===== src/rtl/hazard_pkg.sv =====
// hazard_pkg: shared types and constants for the hazard controller.
// Forward-select codes, mult/div state enum, scoreboard entry layout,
// default mult/div latencies and a saturating tnew decrement helper.
package hazard_pkg;

   // Forward-select encodings driven on fwd_sel per source
   localparam logic [1:0] FWD_NONE = 2'd0;
   localparam logic [1:0] FWD_E    = 2'd1;
   localparam logic [1:0] FWD_M    = 2'd2;
   localparam logic [1:0] FWD_W    = 2'd3;

   // Default mult/div occupancy in cycles
   localparam int MULT_LAT_DEF = 5;
   localparam int DIV_LAT_DEF  = 10;

   // Scoreboard tnew storage width; the TW parameter must not exceed it
   localparam int TNEW_MAX_W = 8;
   localparam logic [TNEW_MAX_W-1:0] TNEW_ZERO = 8'd0;
   localparam logic [TNEW_MAX_W-1:0] TNEW_ONE  = 8'd1;

   typedef enum logic {
      MD_IDLE = 1'b0,
      MD_BUSY = 1'b1
   } md_state_t;

   typedef struct packed {
      logic [4:0]            wa;
      logic [TNEW_MAX_W-1:0] tnew;
   } sb_entry_t;

   localparam sb_entry_t SB_EMPTY = '{wa: 5'd0, tnew: 8'd0};

   // Decrement a tnew value, holding at zero once the result exists
   function automatic logic [TNEW_MAX_W-1:0] tnew_dec(input logic [TNEW_MAX_W-1:0] t);
      logic [TNEW_MAX_W-1:0] r;
      if (t == TNEW_ZERO) r = TNEW_ZERO;
      else                r = t - TNEW_ONE;
      return r;
   endfunction

endpackage


===== src/rtl/md_busy_cnt.sv =====
// md_busy_cnt: mult/div occupancy tracker. A start seen from the E stage
// loads the latency counter; busy stays high for that many cycles.
// Only instantiated when HAZARD_MD_EN is defined.
module md_busy_cnt
   import hazard_pkg::*;
#(
   parameter int MULT_LAT = MULT_LAT_DEF,
   parameter int DIV_LAT  = DIV_LAT_DEF
) (
   input  logic clk,
   input  logic reset,
   input  logic start,
   input  logic is_div,
   output logic busy
);

   localparam int MAX_LAT = (MULT_LAT > DIV_LAT) ? MULT_LAT : DIV_LAT;
   localparam int CNT_W   = $clog2(MAX_LAT + 1);
   localparam logic [CNT_W-1:0] CNT_ZERO = CNT_W'(0);
   localparam logic [CNT_W-1:0] CNT_ONE  = CNT_W'(1);
   localparam logic [CNT_W-1:0] CNT_MULT = CNT_W'(MULT_LAT);
   localparam logic [CNT_W-1:0] CNT_DIV  = CNT_W'(DIV_LAT);

   md_state_t        state_r, state_s;
   logic [CNT_W-1:0] cnt_r, cnt_s;

   // State and counter registers; reset aborts any count in progress
   always_ff @(posedge clk) begin
      if (reset) begin
         state_r <= MD_IDLE;
         cnt_r   <= CNT_ZERO;
      end else begin
         state_r <= state_s;
         cnt_r   <= cnt_s;
      end
   end

   // Next state: load latency on start, count down, leave BUSY on the last cycle
   always_comb begin
      state_s = state_r;
      cnt_s   = cnt_r;
      case (state_r)
         MD_IDLE: begin
            if (start) begin
               state_s = MD_BUSY;
               cnt_s   = is_div ? CNT_DIV : CNT_MULT;
            end else begin
               state_s = MD_IDLE;
               cnt_s   = CNT_ZERO;
            end
         end
         MD_BUSY: begin
            if (cnt_r <= CNT_ONE) begin
               state_s = MD_IDLE;
               cnt_s   = CNT_ZERO;
            end else begin
               state_s = MD_BUSY;
               cnt_s   = cnt_r - CNT_ONE;
            end
         end
         default: begin
            state_s = MD_IDLE;
            cnt_s   = CNT_ZERO;
         end
      endcase
   end

   assign busy = (state_r == MD_BUSY);

endmodule


===== src/rtl/hazard_ctrl.sv =====
// hazard_ctrl: pipeline hazard detection and forward selection.
// Tracks E/M/W destination writes with their remaining result latency,
// stalls D when a source is needed before it exists, and picks the
// nearest forwarding stage. Define HAZARD_MD_EN to add mult/div HI/LO
// occupancy interlocking (md_busy_cnt).
module hazard_ctrl
   import hazard_pkg::*;
#(
   parameter int NUM_SRC  = 2,
   parameter int TW       = 2,
   parameter int MULT_LAT = MULT_LAT_DEF,
   parameter int DIV_LAT  = DIV_LAT_DEF
) (
   input  logic                  clk,
   input  logic                  reset,
   input  logic [NUM_SRC*5-1:0]  D_src_addr,
   input  logic [NUM_SRC-1:0]    D_src_used,
   input  logic [NUM_SRC*TW-1:0] D_tuse,
   input  logic [4:0]            D_wa,
   input  logic [TW-1:0]         D_tnew,
   input  logic                  D_md_start,
   input  logic                  D_md_is_div,
   input  logic                  D_md_use,
   output logic                  stall,
   output logic [NUM_SRC*2-1:0]  fwd_sel,
   output logic                  md_busy
);

   localparam logic [1:0] FWD_CODE [3] = '{FWD_E, FWD_M, FWD_W};

   sb_entry_t                 sb_e_r, sb_m_r, sb_w_r;
   sb_entry_t                 stage_s [3];
   sb_entry_t                 d_ent_s;
   logic                      hz_stall_s;
   logic                      md_stall_s;
   logic                      md_busy_s;
   logic                      stall_s;
   logic [NUM_SRC*2-1:0]      fwd_s;
   logic [4:0]                src_addr_s;
   logic [TNEW_MAX_W-1:0]     tuse_s;
   logic                      near_s;

   // Stage 0 is the nearest (youngest) producer
   assign stage_s[0] = sb_e_r;
   assign stage_s[1] = sb_m_r;
   assign stage_s[2] = sb_w_r;

   // Register hazards and nearest-stage forward selection for every source
   always_comb begin
      hz_stall_s = 1'b0;
      fwd_s      = {(NUM_SRC*2){1'b0}};
      src_addr_s = 5'd0;
      tuse_s     = TNEW_ZERO;
      near_s     = 1'b0;
      for (int i = 0; i < NUM_SRC; i++) begin
         src_addr_s = D_src_addr[i*5 +: 5];
         tuse_s     = TNEW_MAX_W'(D_tuse[i*TW +: TW]);
         near_s     = 1'b0;
         for (int s = 0; s < 3; s++) begin
            if (D_src_used[i] && (src_addr_s != 5'd0) && (src_addr_s == stage_s[s].wa)) begin
               if (tuse_s < stage_s[s].tnew) hz_stall_s = 1'b1;
               else                          hz_stall_s = hz_stall_s;
               if (!near_s) begin
                  near_s = 1'b1;
                  if (stage_s[s].tnew == TNEW_ZERO) fwd_s[i*2 +: 2] = FWD_CODE[s];
                  else                              fwd_s[i*2 +: 2] = FWD_NONE;
               end else begin
                  near_s = near_s;
               end
            end else begin
               hz_stall_s = hz_stall_s;
            end
         end
      end
   end

   assign stall_s = hz_stall_s | md_stall_s;

   // Entry presented to E: the D instruction, or a bubble while stalled
   always_comb begin
      if (stall_s) begin
         d_ent_s = SB_EMPTY;
      end else begin
         d_ent_s.wa   = D_wa;
         d_ent_s.tnew = TNEW_MAX_W'(D_tnew);
      end
   end

   // Scoreboard shift E->M->W with saturating tnew countdown
   always_ff @(posedge clk) begin
      if (reset) begin
         sb_e_r <= SB_EMPTY;
         sb_m_r <= SB_EMPTY;
         sb_w_r <= SB_EMPTY;
      end else begin
         sb_e_r      <= d_ent_s;
         sb_m_r.wa   <= sb_e_r.wa;
         sb_m_r.tnew <= tnew_dec(sb_e_r.tnew);
         sb_w_r.wa   <= sb_m_r.wa;
         sb_w_r.tnew <= tnew_dec(sb_m_r.tnew);
      end
   end

`ifdef HAZARD_MD_EN
   logic e_md_start_r;
   logic e_md_div_r;

   // Track a mult/div start sitting in E; a stalled start never enters
   always_ff @(posedge clk) begin
      if (reset) begin
         e_md_start_r <= 1'b0;
         e_md_div_r   <= 1'b0;
      end else begin
         e_md_start_r <= D_md_start & ~stall_s;
         e_md_div_r   <= D_md_start & D_md_is_div & ~stall_s;
      end
   end

   md_busy_cnt #(
      .MULT_LAT (MULT_LAT),
      .DIV_LAT  (DIV_LAT)
   ) u_md_busy_cnt (
      .clk    (clk),
      .reset  (reset),
      .start  (e_md_start_r),
      .is_div (e_md_div_r),
      .busy   (md_busy_s)
   );

   // HI/LO users and new starts wait while the unit is or is about to be busy
   assign md_stall_s = (D_md_use | D_md_start) & (md_busy_s | e_md_start_r);
`else
   logic unused_md_s;
   localparam int unused_lat = MULT_LAT + DIV_LAT;

   assign unused_md_s = ^{D_md_start, D_md_is_div, D_md_use};
   assign md_stall_s  = 1'b0;
   assign md_busy_s   = 1'b0;
`endif

   assign stall   = reset ? 1'b0 : stall_s;
   assign fwd_sel = reset ? {(NUM_SRC*2){1'b0}} : fwd_s;
   assign md_busy = reset ? 1'b0 : md_busy_s;

endmodule


===== config.mk =====
export PLATFORM = sky130hd
export DESIGN_NAME = hazard_ctrl
export DESIGN_NICKNAME = d
export VERILOG_FILES = /design/src/rtl/hazard_pkg.sv /design/src/rtl/md_busy_cnt.sv /design/src/rtl/hazard_ctrl.sv
export SDC_FILE = /design/constraint.sdc
export NUM_CORES = 1
export LEC_CHECK = 0
export ABC_AREA = 1
export BUFFER_PORTS_ARGS = -buffer_cell sky130_fd_sc_hd__buf_4
export CAP_MARGIN = 5
export CORE_MARGIN = 2
export CORE_UTILIZATION = 40
export CTS_CLUSTER_SIZE = 8
export DETAILED_ROUTE_END_ITERATION = 16
export PLACE_DENSITY = 0.6
export SYNTH_ARGS = -nofsm -noshare
export SYNTH_HDL_FRONTEND = slang
export SYNTH_SLANG_ARGS = --single-unit

===== constraint.sdc =====
create_clock -name clk -period 1.3 [get_ports clk]
set_input_delay 0 -clock clk [delete_from_list [all_inputs] [get_ports clk]]
set_output_delay 0 -clock clk [all_outputs]
set_load 0.01 [all_outputs]

# Yosys cells after proc, flatten, opt, wreduce, memory -nomap -nowiden
# Cells that the tools add are included.
# W data, S select, Z words.
[word_totals] reg_bits=39 latchBits=0 ram_bits=0 mem_bits_ro=0 in_bits=28 output_inout_bits=6 word_cells=68 mem_count=0
[classes] add_sub_neg=2 mul=0 div_mod_pow=0 magnitude_cmp=6 n_eq_ne=6 shifts=0 n_mux=31 bitwise_logic=0 n_reduce_logical=16
[op_table] op="$lt A2 B8 Y1" count=6
[op_table] op="$eq A5 B5 Y1" count=6
[op_table] op="$logic_not A8 Y1" count=3
[op_table] op="$mux W2" count=11
[op_table] op="$mux W1" count=19
[op_table] op="$sub A8 B1 Y8 const B" count=2
[op_table] op="$reduce_bool A5 Y1" count=2
[op_table] op="$logic_and A1 B1 Y1" count=8
[op_table] op="$reduce_or A2 Y1" count=3
[op_table] op="$mux W4" count=1

# Depth between registers and ports, before layout
# Gate-level depths: netlist of the first run.
[logic_depth] depth_word=15 ltp_mapped=11 mapped_depth_nobuf=11

# Worst setup path after synthesis of the first run
# OpenSTA, ideal clock, no wires.
[synth_path] kind="flip-flop to flip-flop" start="reg sb_m_r[1] in the netlist's numbering" end="reg sb_e_r[0] in the netlist's numbering" setup_ns=0.065 t_arrival_ns=1.308 required_time_ns=1.235 slack_ns=-0.073 path_stages_with_launch=10 path_buffers=0 synth_period_minus_slack_ns=1.373 path_cell_list="dfxtp_1 inv_1 ha_1 a21boi_0 o21ai_0 nand3_2 nand2_2 nor2_4 nand3_4 nor2_1"
[synth_between] elab_chain_len=12 elab_cells_between_ends=13 classes_between="order compare (2); mux (10); reduce/logical (1)"
[synth_lines] item="start, declared" line_no="hazard_ctrl.sv:31" text="sb_entry_t sb_e_r, sb_m_r, sb_w_r;"
[synth_lines] item="$lt A2 B8 Y1" line_no="hazard_ctrl.sv:61" text="if (tuse_s < stage_s[s].tnew) hz_stall_s = 1'b1;"
[synth_lines] item="$mux W1" line_no="hazard_ctrl.sv:61"
[synth_lines] item="$mux W1" line_no="hazard_ctrl.sv:60" text="if (D_src_used[i] && (src_addr_s != 5'd0) && (src_addr_s == stage_s[s].wa)) begin"
[synth_lines] item="$mux W1" line_no="hazard_ctrl.sv:61"
[synth_lines] item="$mux W1" line_no="hazard_ctrl.sv:60"
[synth_lines] item="$mux W1" line_no="hazard_ctrl.sv:61"
[synth_lines] item="$mux W1" line_no="hazard_ctrl.sv:60"
[synth_lines] item="$mux W1" line_no="hazard_ctrl.sv:61"
[synth_lines] item="$mux W1 (*)" line_no="hazard_ctrl.sv:60"
[synth_lines] item="$mux W1" line_no="hazard_ctrl.sv:61"
[synth_lines] item="$mux W1 (*)" line_no="hazard_ctrl.sv:60"
[synth_lines] item="$reduce_or A2 Y1 (no line) (*)"
[synth_lines] item="end signal, assigned" line_no="hazard_ctrl.sv:96" text="sb_e_r <= d_ent_s;"
[synth_lines] item="end, declared" line_no="hazard_ctrl.sv:31"
# Every way passes the cells marked *; elsewhere a longest branch is shown, timed or not.
# A chain may end at the register's enable or synchronous reset.

# Final worst setup path of the first run
[layout_path] start="reg sb_m_r[1] in the netlist's numbering" end="out stall"
[layout_between] elab_chain_len=12 elab_cells_between_ends=13 classes_between="order compare (2); mux (11)"
[layout_lines] item="$lt A2 B8 Y1" line_no="hazard_ctrl.sv:61"
[layout_lines] item="$mux W1" line_no="hazard_ctrl.sv:61"
[layout_lines] item="$mux W1" line_no="hazard_ctrl.sv:60"
[layout_lines] item="$mux W1" line_no="hazard_ctrl.sv:61"
[layout_lines] item="$mux W1" line_no="hazard_ctrl.sv:60"
[layout_lines] item="$mux W1" line_no="hazard_ctrl.sv:61"
[layout_lines] item="$mux W1" line_no="hazard_ctrl.sv:60"
[layout_lines] item="$mux W1" line_no="hazard_ctrl.sv:61"
[layout_lines] item="$mux W1 (*)" line_no="hazard_ctrl.sv:60"
[layout_lines] item="$mux W1" line_no="hazard_ctrl.sv:61"
[layout_lines] item="$mux W1 (*)" line_no="hazard_ctrl.sv:60"
[layout_lines] item="$mux W1 (*)" line_no="hazard_ctrl.sv:141" text="assign stall = reset ? 1'b0 : stall_s;"
[layout_lines] item="end, declared" line_no="hazard_ctrl.sv:24" text="output logic stall,"
# Marked as above.

==> impl_metrics.py, run 1 <==
metrics = {
    "layout": {
        "fin_area_um2": 2300,
        "drive_above_1_share": 0.381,
        "stdcell_count": 344,
        "fin_util": 0.576,
        "syn2layout_area_growth_pct": 37.8,
        "layout.nets": 334,
        "antenna_cells": 0,
    },
    "floorplanning": {
        "core_area_um2": 4000,
        "row_count": 23,
        "die_w_um": 68.7,
        "initial_core_util": 0.418,
        "die_h_um": 68.7,
        "io_pins": 34,
        "die_area_um2": 4720,
    },
    "grt": {
        "grt_max_degree": 17,
        "grt_pass1_vias": 1434,
        "grt_pass1_wl_mm": 6.35,
        "grt_overflow": 0,
        "antenna_found_initial": 0,
        "grt_usage": 0.182,
    },
    "clocking": {
        "htreeDepth": 1,
        "cts.clk_slew.worst_paths_ns": 0.10,
        "numClockSinks": 26,
        "cts_tree": "built",
        "clock-root-buffer": "clkbuf_8",
        "numCtsBuffers": 3,
        "clk_path_buf_depth": 2,
        "clock_latency_ns": 0.28,
    },
    "routing": {
        "wire_per_inst_um": 11.2,
        "vias": 1533,
        "drc_errors": 0,
        "drt_iter0_drc": 94,
        "ant_nets": 0,
        "viasPerCell": 4.46,
        "first_pass_iters": 4,
        "wirelength_mm": 3.86,
    },
    "sta": {
        "finalSetupTns_ns": -2.86,
        "finClkSkew_ns": 0.00199,
        "max_freq_ghz": 0.602,
        "rsz0062_at_grt": "yes",
        "hold_viol_final": 0,
        "setup_slack_ns": -0.362,
        "period_needed_ns": 1.66,
        "setup_viol": 12,
        "min_period_over_period": 1.28,
        "drv_slew": 0,
    },
    "flow_run": {
        "drv_cap": 0,
    },
    "power_and_ir_drop": {
        "p_per_area_nw_per_um2": 849,
        "pwr-share-seq": 0.454,
        "swShare": 0.305,
        "p_int_mw": 1.36,
        "irDropWorstVdd_mv": 0.579,
        "p_sw_mw": 0.598,
        "clkPwrFrac": 0.283,
        "pwr-share-comb": 0.263,
        "power_leakage_nw": 1.12,
    },
    "placed_design": {
        "dp.cells": 331,
        "io_buffers": 29,
        "post_dp_cell_area_um2": 1980,
        "place_hpwl_mm": 2.93,
        "gp_congestion": 0.836,
    },
    "worst_setup_path": {
        "reg2reg_slack_ns": -0.22,
        "rr_startpoint": "sb_m_r[1]",
        "endpoint": "stall",
        "crit_path_start_kind": "flip-flop",
        "end_kind": "output pin",
        "cp_max_fo": 3,
        "regToRegEndpoint": "sb_e_r[10]",
        "critPathKind": "reg2out",
        "arrival_ns": 1.66,
        "reg2regPathDepth": 10,
        "crit_required_ns": 1.30,
        "crit_start": "sb_m_r[1]",
    },
    "worst_hold_path": {
        "hold_path.class": "in2reg",
    },
    "yosys": {
        "avgSynthCellArea_um2": 6.69,
        "synth_edf_count": 0,
        "synth_seq_cells": 26,
        "yosys_warnings": 0,
        "synth-main-ff-cell": "dfxtp_1",
        "yosysUniqueCellTypes": 26,
        "synth_top_cells_by_area": "dfxtp_1 (31%), nand2_1 (13%), inv_1 (9.6%)",
        "synthCells": 250,
        "synth_seq_area_share": 0.311,
        "synthArstFlopShare": 0,
        "syn_area_um2": 1670,
        "synth.top_cell.area_share": 0.311,
        "yosysTopAreaCell": "dfxtp_1",
    },
    "outcome": {
        "status": "finished, violations left",
        "violations": "negative setup slack",
    },
}
==> cell usage after synthesis, types with 3 or more instances <==
master / n
a21oi_1: 5
dfxtp_1: 26
ha_1: 11
inv_1: 43
inv_2: 5
nand2_1: 56
nand2_2: 3
nand3_1: 11
nand3_2: 3
nand4_1: 3
nor2_1: 43
nor2_2: 5
o21ai_0: 3
xnor2_1: 7
xor2_1: 10
==> power groups by stage <==
| stage | sequential [mW] | combinational [mW] | clock, mW |
|---|---|---|---|
| after floorplan | 0.888 | 0.274 | 0 |
| after global placement | 0.897 | 0.423 | 0 |
| after detailed placement | 0.898 | 0.427 | 0 |
| after CTS | 0.884 | 0.478 | 0.572 |
| after global routing | 0.896 | 0.589 | 0.600 |
| final | 0.888 | 0.515 | 0.554 |
==> worst max-delay path: stages, from the launching register on <==
cell      delay [ns]
dfxtp_2         0.34
inv_4           0.07
ha_4            0.18
a21boi_2        0.15
o21ai_1         0.15
nand3_1         0.11
nand2_2         0.09
nor2_4          0.04
a21oi_2         0.12
buf_4           0.13
==> cells by family after synthesis <==
kind of cell	synth area share
XOR/XNOR	0.0890
flip-flops	0.311
AND/OR/NAND/NOR	0.360
AO/OA/AOI/OAI	0.0389
buffers and inverters	0.117
other	0.00224
adder cells (fa/ha/maj)	0.0823
==> final cells by class <==
class                           instances  area, µm²
Timing Repair Buffer                   42        337
Inverter                               48        183
Clock buffer                            4       55.1
Tap cell                               50       62.6
Sequential cell                        26        543
Fill cell                             392       1700
Multi-Input combinational cell        174       1120
==> how the worst min path moves through the flow <==
stage	start	endpoint	cells after the start
after global placement	D_wa[4]	sb_e_r[12]	3
after global routing	reset	sb_w_r[11]	2
after floorplan	D_tnew[0]	sb_e_r[0]	2
after detailed placement	D_wa[4]	sb_e_r[12]	3
final	reset	sb_m_r[9]	2
after CTS	reset	sb_w_r[8]	2
==> state kept, by name, summed over array words and instances, names as in the netlist <==
register  flops
sb_w_r       11
sb_m_r        8
sb_e_r        7
==> through the flow <==
step | hold WS [ns] | power (mW) | setup slack (ns)
floorplan | 0.112 | 1.16 | -0.0192
global placement | 0.214 | 1.32 | -0.0868
detailed placement | 0.220 | 1.32 | -0.106
CTS | 0.0365 | 1.93 | -0.375
global route | 0.0423 | 2.08 | -0.482
finish | 0.0338 | 1.96 | -0.362
==> cell usage in the layout, fill, tap and decap left out, types with 2 or more instances in the layout <==
cell	instances
nor3_1	2
o21ai_1	3
o21ai_2	2
xnor2_1	7
buf_4	34
dfxtp_2	12
dfxtp_1	12
nand3_1	9
clkbuf_8	4
nand2_2	8
nand2_1	51
inv_2	15
conb_1	2
nor2_1	36
inv_1	32
dlygate4sd3_1	7
nor2_2	9
nand3_2	5
a21oi_2	4
xor2_2	2
nand4_1	3
ha_4	4
xor2_1	8
ha_1	7
dfxtp_4	2
nor2_4	4
==> timing repair <==
item	CTS	global route
hold buffers	7	0
gates resized for setup	26	35
setup endpoints to repair	12	14
buffers inserted	3	0
pin swaps	20	23
endpoints found under the hold margin	7	0
==> layer usage <==
| metal | global-route usage | share of wire |
|---|---|---|
| met1 | 0.259 | 0.50 |
| met2 | 0.272 | 0.43 |
| met3 | 0.0308 | 0.052 |
| met4 | 0.0675 | 0.015 |
| met5 | 0 | 0 |
No activity file was read; power rests on OpenSTA's default activity.
==> run 2: changes to the inputs <==
- TNS_END_PERCENT: unset -> 5
==> run 2 against run 1 <==
Against the previous run: the flow still finishes with violations (negative setup slack); sequential cell count stayed put; die area stayed put; first-iteration DRC count is 31% lower; clock power is 26% higher; clock skew is 0.0094 ns higher; combinational power is 8.3% lower; total power is 4.9% higher; largest cell class unchanged; largest power group unchanged.
==> impl_metrics.py, run 2 (synthesized netlist as in run 1, its figures left out) <==
metrics = {
    "outcome": {
        "status": "finished, violations left",
        "violations": "negative setup slack",
    },
    "clocking": {
        "cts_tree": "built",
        "numClockSinks": 26,
        "clock_latency_ns": 0.28,
        "cts.clk_slew.worst_paths_ns": 0.10,
        "clock-root-buffer": "clkbuf_8",
        "clk_path_buf_depth": 2,
        "htreeDepth": 1,
        "numCtsBuffers": 3,
    },
    "sta": {
        "rsz0062_at_grt": "yes",
        "max_freq_ghz": 0.602,
        "hold_viol_final": 0,
        "min_period_over_period": 1.28,
        "period_needed_ns": 1.66,
        "drv_slew": 0,
        "finClkSkew_ns": 0.0114,
        "setup_viol": 12,
        "setup_slack_ns": -0.361,
    },
    "layout": {
        "fin_util": 0.552,
        "largest_register_ffs": 11,
        "top_register": "sb_w_r",
        "drive_above_1_share": 0.282,
        "reg.largest.list": "sb_w_r: 11 flops, sb_m_r: 8 flops, sb_e_r: 7 flops",
        "antenna_cells": 0,
        "layout.nets": 334,
        "final_cell_mix": "nand2_1 (54), inv_1 (41), nor2_1 (39)",
        "mostFrequentLayoutCell": "nand2_1",
        "syn2layout_area_growth_pct": 32.0,
    },
    "floorplanning": {
        "initial_core_util": 0.418,
        "die_w_um": 68.7,
        "core_area_um2": 4000,
        "die_area_um2": 4720,
        "die_h_um": 68.7,
        "io_pins": 34,
        "row_count": 23,
    },
    "routing": {
        "wire_per_inst_um": 10.9,
        "viasPerCell": 4.43,
        "vias": 1525,
        "ant_nets": 0,
        "first_pass_iters": 4,
        "top_layer": "met4",
        "met3_wirelength_um": 190,
        "route.met2.wl_mm": 1.57,
        "drt_iter0_drc": 65,
        "wirelength_mm": 3.75,
        "drc_errors": 0,
        "wl_met1_mm": 1.94,
    },
    "worst_setup_path": {
        "crit_start": "sb_m_r[1]",
        "crit_path_start_kind": "flip-flop",
        "critPathKind": "reg2out",
        "regToRegEndpoint": "sb_e_r[1]",
        "reg2reg_slack_ns": -0.22,
        "arrival_ns": 1.66,
        "endpoint": "stall",
        "rr_startpoint": "sb_m_r[1]",
        "end_kind": "output pin",
        "crit_required_ns": 1.30,
        "cp_max_fo": 3,
        "reg2regPathDepth": 10,
    },
    "flow_run": {
        "drv_cap": 0,
    },
    "power_and_ir_drop": {
        "power_leakage_nw": 1.11,
        "fin_total_pwr_mw": 2.05,
        "irDropWorstVdd_mv": 0.578,
        "p_per_area_nw_per_um2": 930,
    },
    "grt": {
        "grt_pass1_vias": 1518,
        "grt_overflow": 0,
        "grt_pass1_wl_mm": 6.62,
        "grt_max_degree": 17,
        "antenna_found_initial": 0,
        "grt_usage": 0.188,
    },
    "placed_design": {
        "place_hpwl_mm": 2.95,
        "gp_congestion": 0.797,
        "io_buffers": 29,
    },
    "worst_hold_path": {
        "hold_path.class": "in2reg",
    },
}
## run 2: cell type report
type | count | area, µm²
Fill cell | 411 | 1790
Clock inverter | 1 | 30.0
Tap cell | 50 | 62.6
Timing Repair Buffer | 42 | 333
Sequential cell | 26 | 529
Multi-Input combinational cell | 174 | 1030
Clock buffer | 3 | 41.3
Inverter | 48 | 183
## run 2: worst max-delay path: stages, from the launching register on
cell and delay [ns]:
dfxtp_2 0.34, inv_4 0.07, ha_4 0.19, a21boi_2 0.15
o21ai_1 0.17, nand3_2 0.08, nand2_2 0.09, nor2_4 0.04
a21oi_2 0.12, buf_4 0.13
## run 2: routing by layer
layer	vias to the layer above	global-route usage
met4	0	0.0600
met1	652	0.258
met3	5	0.0357
met5	-	0
met2	33	0.296
li1	835	-
## run 2: worst min path at each step
stage | start | endpoint | slack, ns | depth (start not counted)
global route | reset | sb_m_r[11] | 0.04 | 2
detailed placement | D_wa[2] | sb_e_r[10] | 0.22 | 3
global placement | D_wa[4] | sb_e_r[12] | 0.21 | 3
CTS | reset | sb_w_r[12] | 0.03 | 2
finish | reset | sb_w_r[8] | 0.03 | 2
floorplan | D_tnew[0] | sb_e_r[0] | 0.11 | 2
## run 2: power breakdown
part | leakage, nW | switching, mW | internal [mW]
Combinational | 0.857 | 0.253 | 0.218
Clock | 0.0357 | 0.286 | 0.413
Sequential | 0.217 | 0.0341 | 0.848
## run 2: metrics by stage
stage / TNS (ns) / hold slack (ns) / cells / cell area (µm²) / setup slack [ns]
final: -3.15 / 0.0342 / 344 / 2210 / -0.361
after detailed placement: -0.949 / 0.224 / 330 / 1970 / -0.119
after floorplan: -0.124 / 0.112 / 251 / 1680 / -0.0192
after global placement: -0.695 / 0.213 / 330 / 1970 / -0.0880
after global routing: -4.95 / 0.0375 / 344 / 2210 / -0.517
after CTS: -2.95 / 0.0316 / 343 / 2170 / -0.343
## run 2: repair_timing
item	in CTS	in global routing
endpoints found under the setup margin	12	18
endpoints found under the hold margin	7	0
buffers inserted	2	1
pin swaps	7	2
hold buffers	7	0
resized for setup	12	10
==> run 3: changes to the inputs <==
- PLACE_DENSITY: 0.6 -> 0.57
- clock period: 1.3 -> 2 ns (I/O delays scaled with it)
==> run 3 against run 2 <==
Against the previous run: the run now ends clean; sequential share of layout area increased by 1.4 points; cell count decreased by 2.0%; sequential power decreased by 35%; combinational power decreased by 42%; critical endpoint unchanged; count of clock-buffer cells in the layout unchanged; die area unchanged.
==> impl_metrics.py, run 3 (synthesized netlist as in run 1, its figures left out) <==
metrics = {
    "sta": {
        "finalSetupTns_ns": 0,
        "period_needed_ns": 1.79,
        "rsz0062_at_grt": "no",
        "whs_ns": 0.0280,
        "min_period_over_period": 0.893,
        "hold_viol_final": 0,
        "setup_slack_ns": 0.214,
        "max_freq_ghz": 0.560,
        "setup_viol": 0,
        "finClkSkew_ns": 0.00284,
        "drv_slew": 0,
    },
    "worst_setup_path": {
        "crit_required_ns": 2.00,
        "arrival_ns": 1.79,
        "crit_slowest_cell": "dfxtp_1",
        "crit_family": "compound AO/OA/AOI/OAI gates",
        "critPathKind": "reg2out",
        "cp_max_fo": 5,
        "cpPeakStageDelay_ns": 0.31,
        "path_cells": "inv_1 -> ha_1 -> a21boi_0 -> o21ai_0 -> nand3_1 -> nand2_1 -> nor2_4 -> a21oi_1 -> buf_4",
        "end_kind": "output pin",
        "crit_path_start_kind": "flip-flop",
        "worst-path-buf-inv": 2,
    },
    "power_and_ir_drop": {
        "p_per_area_nw_per_um2": 558,
        "power_leakage_nw": 1.06,
        "irDropWorstVdd_mv": 0.326,
    },
    "routing": {
        "vias": 1495,
        "ant_nets": 0,
        "drc_errors": 0,
        "route.met2.wl_mm": 1.43,
        "first_pass_iters": 4,
        "wl_met1_mm": 1.95,
        "met3_wirelength_um": 131,
        "top_layer": "met4",
        "wirelength_mm": 3.57,
        "drt_iter0_drc": 47,
        "viasPerCell": 4.44,
        "wire_per_inst_um": 10.6,
    },
    "floorplanning": {
        "die_w_um": 68.7,
        "row_count": 23,
        "initial_core_util": 0.418,
        "die_h_um": 68.7,
        "io_pins": 34,
        "core_area_um2": 4000,
        "die_area_um2": 4720,
    },
    "placed_design": {
        "preCtsSetupSlack_ns": 0.470,
        "place_hpwl_mm": 2.91,
        "gp_congestion": 0.820,
        "io_buffers": 29,
        "post_dp_cell_area_um2": 1940,
    },
    "layout": {
        "fin_area_um2": 2050,
        "final_cell_mix": "nand2_1 (56), inv_1 (43), nor2_1 (43)",
        "fin_util": 0.513,
        "antenna_cells": 0,
        "reg.largest.list": "sb_w_r: 11 flops, sb_m_r: 8 flops, sb_e_r: 7 flops",
        "layout.nets": 328,
        "mostFrequentLayoutCell": "nand2_1",
        "top_register": "sb_w_r",
        "drive_above_1_share": 0.181,
        "syn2layout_area_growth_pct": 22.7,
        "largest_register_ffs": 11,
    },
    "grt": {
        "grt_usage": 0.177,
        "grt_overflow": 0,
        "antenna_found_initial": 0,
        "grt_pass1_vias": 1423,
        "grt_max_degree": 17,
        "grt_pass1_wl_mm": 6.18,
    },
    "worst_hold_path": {
        "hold_path.class": "in2reg",
    },
    "clocking": {
        "numCtsBuffers": 3,
        "numClockSinks": 26,
        "cts_setup_buffers": 0,
        "clock-root-buffer": "clkbuf_8",
        "cts_tree": "built",
        "cts.clk_slew.worst_paths_ns": 0.09,
        "htreeDepth": 1,
        "clock_latency_ns": 0.27,
        "clk_path_buf_depth": 2,
    },
    "outcome": {
        "status": "completed",
    },
    "flow_run": {
        "drv_cap": 0,
    },
}
## run 3: report_power, final
| group | internal [mW] | switching, mW | leakage [nW] |
|---|---|---|---|
| logic | 0.123 | 0.152 | 0.822 |
| clock network | 0.135 | 0.166 | 0.0216 |
| registers | 0.550 | 0.0207 | 0.215 |
## run 3: worst paths after layout
check	start	cells past startpoint	slack (ns)	to
worst max-delay path	sb_m_r[1]	9	0.21	stall
worst min-delay path	reset	2	0.03	sb_m_r[12]
worst max register to register	sb_m_r[1]	9	0.43	sb_e_r[1]
worst min register to register	sb_e_r[12]	2	0.48	sb_m_r[12]
## run 3: per-stage QoR
stage                     std cells  power [mW]
after floorplan                 251       0.752
after global placement          327       0.846
after detailed placement        327       0.848
after CTS                       337        1.16
after global routing            337        1.23
final                           337        1.15
## run 3: final cells by class
class / count / area (µm²)
repair buffers: 36 / 288
flip-flops and latches: 26 / 520
fillers: 445 / 1950
well taps: 50 / 62.6
inverters: 48 / 180
clock buffers: 3 / 41.3
multi-input cells: 174 / 961
## run 3: layer usage
metal | vias to the layer above | global-route usage
met5 | - | 0
met4 | 0 | 0.0600
met3 | 5 | 0.0244
met1 | 641 | 0.258
li1 | 820 | -
met2 | 29 | 0.266
## run 3: timing repair
item                       4_1_cts  5_1_grt
hold endpoints to repair         7        0
hold buffers                     7        0
gates resized for setup          0        0
setup endpoints to repair        0        0
